**config.mk**
```make
export PLATFORM = sky130hd
export DESIGN_NAME = triad_encode_flat
export DESIGN_NICKNAME = d
export VERILOG_FILES = /design/src/rtl/triad_encode_if.sv /design/src/rtl/triad_encode.sv /design/src/flat_wrapper.sv
export SDC_FILE = /design/constraint.sdc
export NUM_CORES = 1
export LEC_CHECK = 0
export ABC_AREA = 1
export CORE_ASPECT_RATIO = 0.8
export CORE_UTILIZATION = 35
export DETAILED_ROUTE_END_ITERATION = 7
export GPL_ROUTABILITY_DRIVEN = 0
export GPL_TIMING_DRIVEN = 1
export PLACE_DENSITY_LB_ADDON = 0.15
export SLEW_MARGIN = 30
export SYNTH_ARGS = -nofsm -noshare
export SYNTH_HDL_FRONTEND = slang
export SYNTH_SLANG_ARGS = --single-unit
```
**constraint.sdc**
```tcl
create_clock -name clock -period 1.4 [get_ports clock]
set_input_delay 0.21 -clock clock [delete_from_list [all_inputs] [get_ports clock]]
set_output_delay 0.21 -clock clock [all_outputs]
set_load 0.05 [all_outputs]
```
**src/rtl/triad_encode_if.sv**
```systemverilog
// rtl/triad_encode_if.sv - request/status bundle between a triad requester and triad_encode
//
// Signals
//   h_strip      requester -> encoder  half-strip hit request, bit i = half-strip i
//   load         requester -> encoder  request strobe, h_strip sampled when 1
//   persist      requester -> encoder  dead time after a triad (gap is persist+1)
//   skip_cnt_rst requester -> encoder  synchronous clear of skip_cnt
//   triad        encoder -> requester  serial triad line
//   busy         encoder -> requester  encoder not idle
//   pend_full    encoder -> requester  one-deep pending buffer occupied
//   skip_cnt     encoder -> requester  saturating count of dropped requests
interface triad_encode_if #(
  parameter int SKIP_W = 8
);
  logic [3:0]        h_strip;
  logic              load;
  logic [3:0]        persist;
  logic              skip_cnt_rst;
  logic              triad;
  logic              busy;
  logic              pend_full;
  logic [SKIP_W-1:0] skip_cnt;

  modport master (
    output h_strip, load, persist, skip_cnt_rst,
    input  triad, busy, pend_full, skip_cnt
  );

  modport slave (
    input  h_strip, load, persist, skip_cnt_rst,
    output triad, busy, pend_full, skip_cnt
  );
endinterface

```
**src/rtl/triad_encode.sv**
```systemverilog
// rtl/triad_encode.sv - single-distrip serial triad transmitter with one-deep pending buffer
//
// Ports
//   clock  40 MHz system clock
//   reset  asynchronous active-low reset
//   bus    triad_encode_if.slave: h_strip/load/persist/skip_cnt_rst in,
//          triad/busy/pend_full/skip_cnt out
//
// A triad is three clocks on the line: 1, sel[1], sel[0], where sel is the
// index of the lowest set bit of the request. After each triad the line is
// held low for persist+1 clocks before the next triad may start.
module triad_encode #(
  parameter int SKIP_W = 8
) (
  input  logic             clock,
  input  logic             reset,
  triad_encode_if.slave    bus
);

  typedef enum logic [2:0] {
    IDLE  = 3'd0,
    START = 3'd1,
    STRIP = 3'd2,
    HALF  = 3'd3,
    DEAD  = 3'd4
  } state_t;

  state_t            state_q, state_d;
  logic [1:0]        sel_q, sel_d;
  logic [1:0]        pend_sel_q, pend_sel_d;
  logic              pend_full_q, pend_full_d;
  logic [3:0]        dead_q, dead_d;
  logic [SKIP_W-1:0] skip_q, skip_d;
  logic              triad_q, triad_d;

  logic              req_valid;
  logic [1:0]        req_sel;
  logic              req_taken;

  function automatic logic [1:0] lowest_set(input logic [3:0] h);
    if (h[0])      lowest_set = 2'd0;
    else if (h[1]) lowest_set = 2'd1;
    else if (h[2]) lowest_set = 2'd2;
    else           lowest_set = 2'd3;
  endfunction

  assign req_valid = bus.load && (bus.h_strip != 4'b0000);
  assign req_sel   = lowest_set(bus.h_strip);

  always_comb begin
    state_d     = state_q;
    sel_d       = sel_q;
    pend_sel_d  = pend_sel_q;
    pend_full_d = pend_full_q;
    dead_d      = dead_q;
    skip_d      = skip_q;
    req_taken   = 1'b0;

    case (state_q)
      IDLE: begin
        if (req_valid) begin
          sel_d     = req_sel;
          req_taken = 1'b1;
          state_d   = START;
        end
      end
      START: state_d = STRIP;
      STRIP: state_d = HALF;
      HALF: begin
        // persist is captured here only, so the gap in flight is immune to later changes
        dead_d  = bus.persist;
        state_d = DEAD;
      end
      DEAD: begin
        if (dead_q == 4'd0) begin
          if (pend_full_q) begin
            sel_d       = pend_sel_q;
            pend_full_d = 1'b0;
            state_d     = START;
          end else if (req_valid) begin
            // A request on the exit edge starts directly instead of going through pending
            sel_d     = req_sel;
            req_taken = 1'b1;
            state_d   = START;
          end else begin
            state_d = IDLE;
          end
        end else begin
          dead_d = dead_q - 4'd1;
        end
      end
      default: state_d = IDLE;
    endcase

    // Requests not started directly go to pending, or are counted as dropped.
    // A draining pending slot still counts as full on that edge.
    if (req_valid && !req_taken) begin
      if (!pend_full_q) begin
        pend_sel_d  = req_sel;
        pend_full_d = 1'b1;
      end else if (skip_q != {SKIP_W{1'b1}}) begin
        skip_d = skip_q + {{(SKIP_W-1){1'b0}}, 1'b1};
      end
    end

    if (bus.skip_cnt_rst) begin
      skip_d = '0;
    end

    // The line is registered: it reflects the state being entered
    case (state_d)
      START:   triad_d = 1'b1;
      STRIP:   triad_d = sel_d[1];
      HALF:    triad_d = sel_d[0];
      default: triad_d = 1'b0;
    endcase
  end

  always_ff @(posedge clock or negedge reset) begin
    if (!reset) begin
      state_q     <= IDLE;
      sel_q       <= 2'd0;
      pend_sel_q  <= 2'd0;
      pend_full_q <= 1'b0;
      dead_q      <= 4'd0;
      skip_q      <= '0;
      triad_q     <= 1'b0;
    end else begin
      state_q     <= state_d;
      sel_q       <= sel_d;
      pend_sel_q  <= pend_sel_d;
      pend_full_q <= pend_full_d;
      dead_q      <= dead_d;
      skip_q      <= skip_d;
      triad_q     <= triad_d;
    end
  end

  assign bus.triad     = triad_q;
  assign bus.busy      = (state_q != IDLE);
  assign bus.pend_full = pend_full_q;
  assign bus.skip_cnt  = skip_q;

endmodule
```
**src/flat_wrapper.sv**
```systemverilog
// flat-port wrapper written by rule: the top's interface ports become plain ports
module triad_encode_flat 
#(
  parameter int SKIP_W = 8
)
  (clock, reset, bus_h_strip, bus_load, bus_persist, bus_skip_cnt_rst, bus_triad, bus_busy, bus_pend_full, bus_skip_cnt);
  triad_encode_if #(.SKIP_W(SKIP_W)) bus_i ();
  input  logic clock;
  input  logic reset;
  input wire logic [$bits(bus_i.h_strip)-1:0] bus_h_strip;
  input wire logic [$bits(bus_i.load)-1:0] bus_load;
  input wire logic [$bits(bus_i.persist)-1:0] bus_persist;
  input wire logic [$bits(bus_i.skip_cnt_rst)-1:0] bus_skip_cnt_rst;
  output wire logic [$bits(bus_i.triad)-1:0] bus_triad;
  output wire logic [$bits(bus_i.busy)-1:0] bus_busy;
  output wire logic [$bits(bus_i.pend_full)-1:0] bus_pend_full;
  output wire logic [$bits(bus_i.skip_cnt)-1:0] bus_skip_cnt;
  assign bus_i.h_strip = bus_h_strip;
  assign bus_i.load = bus_load;
  assign bus_i.persist = bus_persist;
  assign bus_i.skip_cnt_rst = bus_skip_cnt_rst;
  assign bus_triad = bus_i.triad;
  assign bus_busy = bus_i.busy;
  assign bus_pend_full = bus_i.pend_full;
  assign bus_skip_cnt = bus_i.skip_cnt;
  triad_encode #(.SKIP_W(SKIP_W)) u_core (.clock(clock), .reset(reset), .bus(bus_i));
endmodule
```
Word-level counts from Yosys, hierarchy flattened
Index checks and enable logic that the tools add are counted.
{"block": "word_totals", "regBits": 21, "in_bits": 12, "out_inout_bits": 11, "wordCells": 60}
{"block": "op_classes", "add_sub_neg": 2, "eq_ne": 9, "n_mux": 27, "n_bitwise": 1, "reduce_logical": 14}
{"op": "8-bit two-way mux", "n": 4}
{"op": "3-bit one-hot mux with 5 select lines", "n": 1}
{"op": "3-bit by 2-bit equality test with 1-bit output (second input constant)", "n": 4}
{"op": "2-bit two-way mux", "n": 5}
{"op": "1-bit two-way mux", "n": 9}
{"op": "3-bit two-way mux", "n": 3}
{"op": "8-bit by 1-bit adder with 8-bit output (second input constant)", "n": 1}
{"op": "8-bit != test (second input constant)", "n": 1}
{"op": "4-bit one-hot mux with 2 select lines", "n": 1}
{"op": "2-bit nonzero test", "n": 4}
{"op": "3-bit by 1-bit equality test with 1-bit output (second input constant)", "n": 2}
{"op": "4-bit logical NOT", "n": 1}
{"op": "4-bit two-way mux", "n": 1}
{"op": "2-bit one-hot mux with 2 select lines", "n": 1}
{"op": "2-bit AND reduction", "n": 2}
{"op": "4-bit nonzero test", "n": 1}
{"op": "4-bit by 1-bit subtractor with 4-bit output (second input constant)", "n": 1}
{"op": "3-bit equality test (second input constant)", "n": 1}
{"op": "3-bit logical NOT", "n": 1}
{"op": "1-bit one-hot mux with 3 select lines", "n": 1}
{"op": "3-bit AND reduction", "n": 1}
{"op": "3-bit nonzero test", "n": 1}
{"op": "1-bit logical AND", "n": 2}
{"op": "2-bit != test (second input constant)", "n": 1}
{"op": "other kinds (3)", "n": 3}

Depth between registers and ports, before layout
{"block": "logic_depth", "depth_word": 10, "ltp_mapped": 10, "ltp_nobuf": 10}

Worst setup path after synthesis
No wires, ideal clock.
{"block": "synth_timing", "path_kind": "register to register", "from": "register u_core.skip_q[0] (netlist: u_core.bus.skip_cnt[0])", "to": "register u_core.skip_q[5] (netlist: u_core.bus.skip_cnt[5])", "arrival_ns": 1.652, "path_slack_ns": -0.375, "path_stages_with_launch": 9, "period_less_slack_ns": 1.775, "path_cell_list": "dfrtp_1 > ha_1 > nand2_1 > nor3_2 > inv_1 > nand2_4 > nand2_2 > a21oi_1 > nor2_1"}
{"block": "synth_via", "elab_chain_cells": 5}
{"item": "start, declared", "line_no": "triad_encode.sv:33", "rtl": "logic [SKIP_W-1:0] skip_q, skip_d;"}
{"item": "start signal, assigned", "line_no": "triad_encode.sv:134", "rtl": "skip_q <= skip_d;"}
{"item": "8-bit by 1-bit adder with 8-bit output", "line_no": "triad_encode.sv:102", "rtl": "skip_d = skip_q + {{(SKIP_W-1){1'b0}}, 1'b1};"}
{"item": "8-bit two-way mux", "line_no": "triad_encode.sv:101", "rtl": "end else if (skip_q != {SKIP_W{1'b1}}) begin"}
{"item": "8-bit two-way mux", "line_no": "triad_encode.sv:98", "rtl": "if (!pend_full_q) begin"}
{"item": "8-bit two-way mux", "line_no": "triad_encode.sv:97", "rtl": "if (req_valid && !req_taken) begin"}
{"item": "8-bit two-way mux", "line_no": "triad_encode.sv:106", "rtl": "if (bus.skip_cnt_rst) begin"}
Parallel ways exist; a longest one is shown, timed or not. The select of a mux whose other input is x is not followed.
A chain may end at the register's enable or synchronous reset.

Final worst setup path
{"block": "layout_timing", "from": "register u_core.state_q[1]", "to": "output port bus_busy"}
{"block": "layout_via", "elab_chain_cells": 1}
{"item": "start, declared", "line_no": "triad_encode.sv:28", "rtl": "state_t state_q, state_d;"}
{"item": "start signal, assigned", "line_no": "triad_encode.sv:129", "rtl": "state_q <= state_d;"}
{"item": "3-bit nonzero test", "line_no": "triad_encode.sv:140", "rtl": "assign bus.busy = (state_q != IDLE);"}
{"item": "end, declared", "line_no": "flat_wrapper.sv:15", "rtl": "output wire logic [$bits(bus_i.busy)-1:0] bus_busy;"}
No other way between the ends.

==> flow_metrics.tcl <==
set metrics [dict create \
    outcome "finished, violations left" \
    failing_checks "negative setup slack" \
    max_freq_mhz 700 \
    post-route-drc-count 0 \
    reg2reg_depth 9 \
    total_power_mw 3.61 \
    crit_path_cell_trace "nor2_4 > nand2_8 > buf_6 > buf_12" \
    powerDensity_mw_per_mm2 1800 \
    fraction_of_layout_instances_using_a_drive_strength_above_1 0.435 \
    worst-path-stages 4 \
    worst-slew-pin-transition_ns 0.292 \
    setup_viol 2 \
    sw_frac_of_total 0.443 \
    worst_path_largest_cell_delay_ns 0.42 \
    seq_area_frac_synth 0.427 \
    fp.dieArea_mm2 0.00376 \
    cellInternalPower_mw 2.01 \
    vias 1149 \
    synth.yosys.warnings 0 \
    crit_path_leading_delay_family "flip-flops" \
    worst-endpoint-required_ns 1.19 \
    power_frac_seq 0.277 \
    regToRegStartpoint "u_core.bus.skip_cnt[0]$_DFFE_PN0P_" \
    grt-ovfl-total 0 \
    root_buffer "sky130_fd_sc_hd__clkbuf_8" \
    critical_path_class "reg -> out" \
    drv_cap 0 \
    combPwrFrac 0.611 \
    grt_util_all_layers 0.169 \
    first_global_vias 1057 \
    die_w_um 68.3 \
    ys_ff_latch 21 \
    avgSynthCellArea_um2 8.25 \
    unrepaired_setup_endpoints_after_global_routing "yes" \
    chipHeight_um 55.0 \
    skew_ns 0.0113 \
    grt_start_max_net_pins 22 \
    grt_first_pass_wirelength_mm 4.56 \
    timing.critical_path.buf_inv 2 \
    power.share.clock 0.113 \
    crit_arrival_ns 1.22 \
    placement_rows 18 \
    worst_skew_pair.late_latency_ns 0.27 \
    multi_input_area_um2 757 \
    max_slew_margin 0.805 \
    net_count_after_synthesis 163 \
    antenna_violations_before_repair 0 \
    period_minus_slack_ns 1.43 \
    tritoncts_buffers 3 \
    cts.reportedPaths.clkPinSlew_ns 0.09 \
    power.net_switching_mw 1.60 \
    final_min_period_over_clock_period 1.02 \
    fp.coreArea_mm2 0.00322 \
    dpl.hpwl_mm 2.06 \
    routed_via_density 4.79 \
    min-delay-path-class "in -> async" \
    critical_path_peak_fanout 3 \
    area.sequential_um2 537 \
    setup.worst_path.start_class "flop" \
    slowest_stage "sky130_fd_sc_hd__dfrtp_1" \
    floorplan.initialDensity 0.382 \
    num_antenna_cells 0 \
    synth_cell_type_count 27 \
    detail_route.wirelength_mm 2.94 \
    nets 215 \
    htreeDepth 1 \
    finalCoreUtilization 0.622 \
    number_of_clock_sinks_seen_by_cts 21 \
    endpoint_kind "output port" \
    final_critical_path_setup_slack_ns -0.0296 \
    drt_iter0_markers 65 \
    mappedNetlistArea_mm2 0.00123 \
    setup_total_negative_slack_ns -0.0357 \
    detailedRoute.firstPassIterationCount 4 \
    io_pins 23 \
    finalMaxSlewViolations 0 \
    signed_area_change_from_the_synthesized_netlist_to_the_final_layout_pct 62.9 \
    synth_cells 149 \
    fillCellCount 269 \
    ant_nets 0 \
    worst_reg_to_reg_setup_slack_ns -0.01 \
    numPortBuffers 22 \
    peakVddDrop_mv 0.838 \
    power.static_leakage_nw 0.920 \
    hold_ws_ns 0.277 \
    place_worst_setup_slack_ns -0.262 \
    final-hold-violation-count 0 \
    regToRegEndpoint "u_core.bus.skip_cnt[6]$_DFFE_PN0P_" \
    tritoncts_clock_tree "built" \
    wl_per_cell_um 12.2 \
    max-clock-path-buffers 2 \
]
worst register-to-register path, cell delays in order, from the launching register on:
cell and delay, ns:
sky130_fd_sc_hd__dfrtp_2 0.40, sky130_fd_sc_hd__ha_4 0.17, sky130_fd_sc_hd__nand2_4 0.07, sky130_fd_sc_hd__nor3_4 0.16, sky130_fd_sc_hd__inv_2 0.07, sky130_fd_sc_hd__nand2_4 0.14
sky130_fd_sc_hd__nand2_4 0.09, sky130_fd_sc_hd__inv_6 0.09, sky130_fd_sc_hd__nand2_1 0.05, sky130_fd_sc_hd__o31ai_1 0.07
registers in the layout, summed over array words and instances, names as in the netlist:
| register | flops |
|---|---|
| u_core.bus.pend_full | 1 |
| u_core.bus.skip_cnt | 8 |
| u_core.bus.triad | 1 |
| u_core.dead_q | 4 |
| u_core.pend_sel_q | 2 |
| u_core.sel_q | 2 |
| u_core.state_q | 3 |
cells by family after synthesis:
logic type | Yosys count | share of synthesized area
DFF | 21 | 0.427
buffers and inverters | 23 | 0.0712
AOI/OAI and AO/OA | 29 | 0.146
and+or+nand+nor | 67 | 0.283
adders and majority gates | 2 | 0.0203
muxes | 1 | 0.00915
xor gates and xnor gates | 6 | 0.0427
worst max path at each step:
| stage | endpoint | from |
|---|---|---|
| after global placement | u_core.pend_sel_q[1]$_DFFE_PN0P_ | bus_h_strip[1] |
| after detailed placement | u_core.sel_q[1]$_DFF_PN0_ | bus_h_strip[0] |
| after floorplan | u_core.bus.skip_cnt[5]$_DFFE_PN0P_ | u_core.bus.skip_cnt[0]$_DFFE_PN0P_ |
| after global routing | u_core.bus.skip_cnt[6]$_DFFE_PN0P_ | u_core.bus.skip_cnt[0]$_DFFE_PN0P_ |
| final | bus_busy | u_core.state_q[1]$_DFF_PN0_ |
| after CTS | bus_busy | u_core.state_q[0]$_DFF_PN0_ |
through the flow:
| step | cells | cell area [um^2] |
|---|---|---|
| after floorplan | 149 | 1290 |
| after global routing | 240 | 2000 |
| after global placement | 228 | 1800 |
| after CTS | 234 | 1890 |
| final | 240 | 2000 |
| after detailed placement | 228 | 1800 |
per-layer routing:
layer  routed length (um)  GRT usage
met1                 1440      0.217
met4                   31     0.0521
met5                    0          0
met3                   96     0.0430
met2                 1370      0.281
cell type report:
type,count,share of cell area
inverter,22,0.0437
clock buffer,3,0.0206
sequential,21,0.268
timing repair buffer,47,0.262
tap,40,0.0250
multi-input combinational,106,0.378
clock inverter,1,0.00250
cell usage after synthesis, drive strengths merged:
library cell | n | area (um^2)
o21ai | 10 | 53.8
nand4 | 1 | 6.26
o31ai | 4 | 30.0
o21a | 1 | 8.76
xnor2 | 2 | 17.5
buf | 1 | 5.00
mux2 | 1 | 11.3
xor2 | 4 | 35.0
nor2 | 14 | 77.6
o211ai | 1 | 7.51
ha | 2 | 25.0
a21oi | 13 | 80.1
nand3 | 15 | 92.6
inv | 22 | 82.6
nor3 | 2 | 20.0
nand2 | 35 | 151
dfrtp | 21 | 526
what timing repair did:
action | 4_1_cts | 5_1_grt
setup endpoints to repair | 8 | 15
gates resized for setup | 6 | 20
buffers inserted | 2 | 5
cloned | 0 | 1
pin swaps | 4 | 7
hold buffers | 0 | 0
cell usage in the layout, fill, tap and decap left out, drive strengths merged:
cell type,Yosys,final
clkinv,0,1
xnor2,2,2
buf,1,36
clkbuf,0,3
nor3,2,2
ha,2,2
o211ai,1,1
xor2,4,4
o21ai,10,10
a21oi,13,14
nand3,15,15
mux2,1,1
dfrtp,21,21
nor2,14,14
o31ai,4,4
nand2,35,35
o21a,1,1
inv,22,22
nand4,1,1
clkdlybuf4s50,0,11
power by group through the flow:
stage                     logic [mW]  registers, mW  clock network [mW]
final                           2.21          0.999               0.408
after global routing            2.41           1.03               0.448
after CTS                       2.02          0.999               0.423
after detailed placement        1.89           1.01                   0
after global placement          1.87          0.998                   0
after floorplan                 1.03           1.14                   0
No activity file was read; power rests on OpenSTA's default activity.
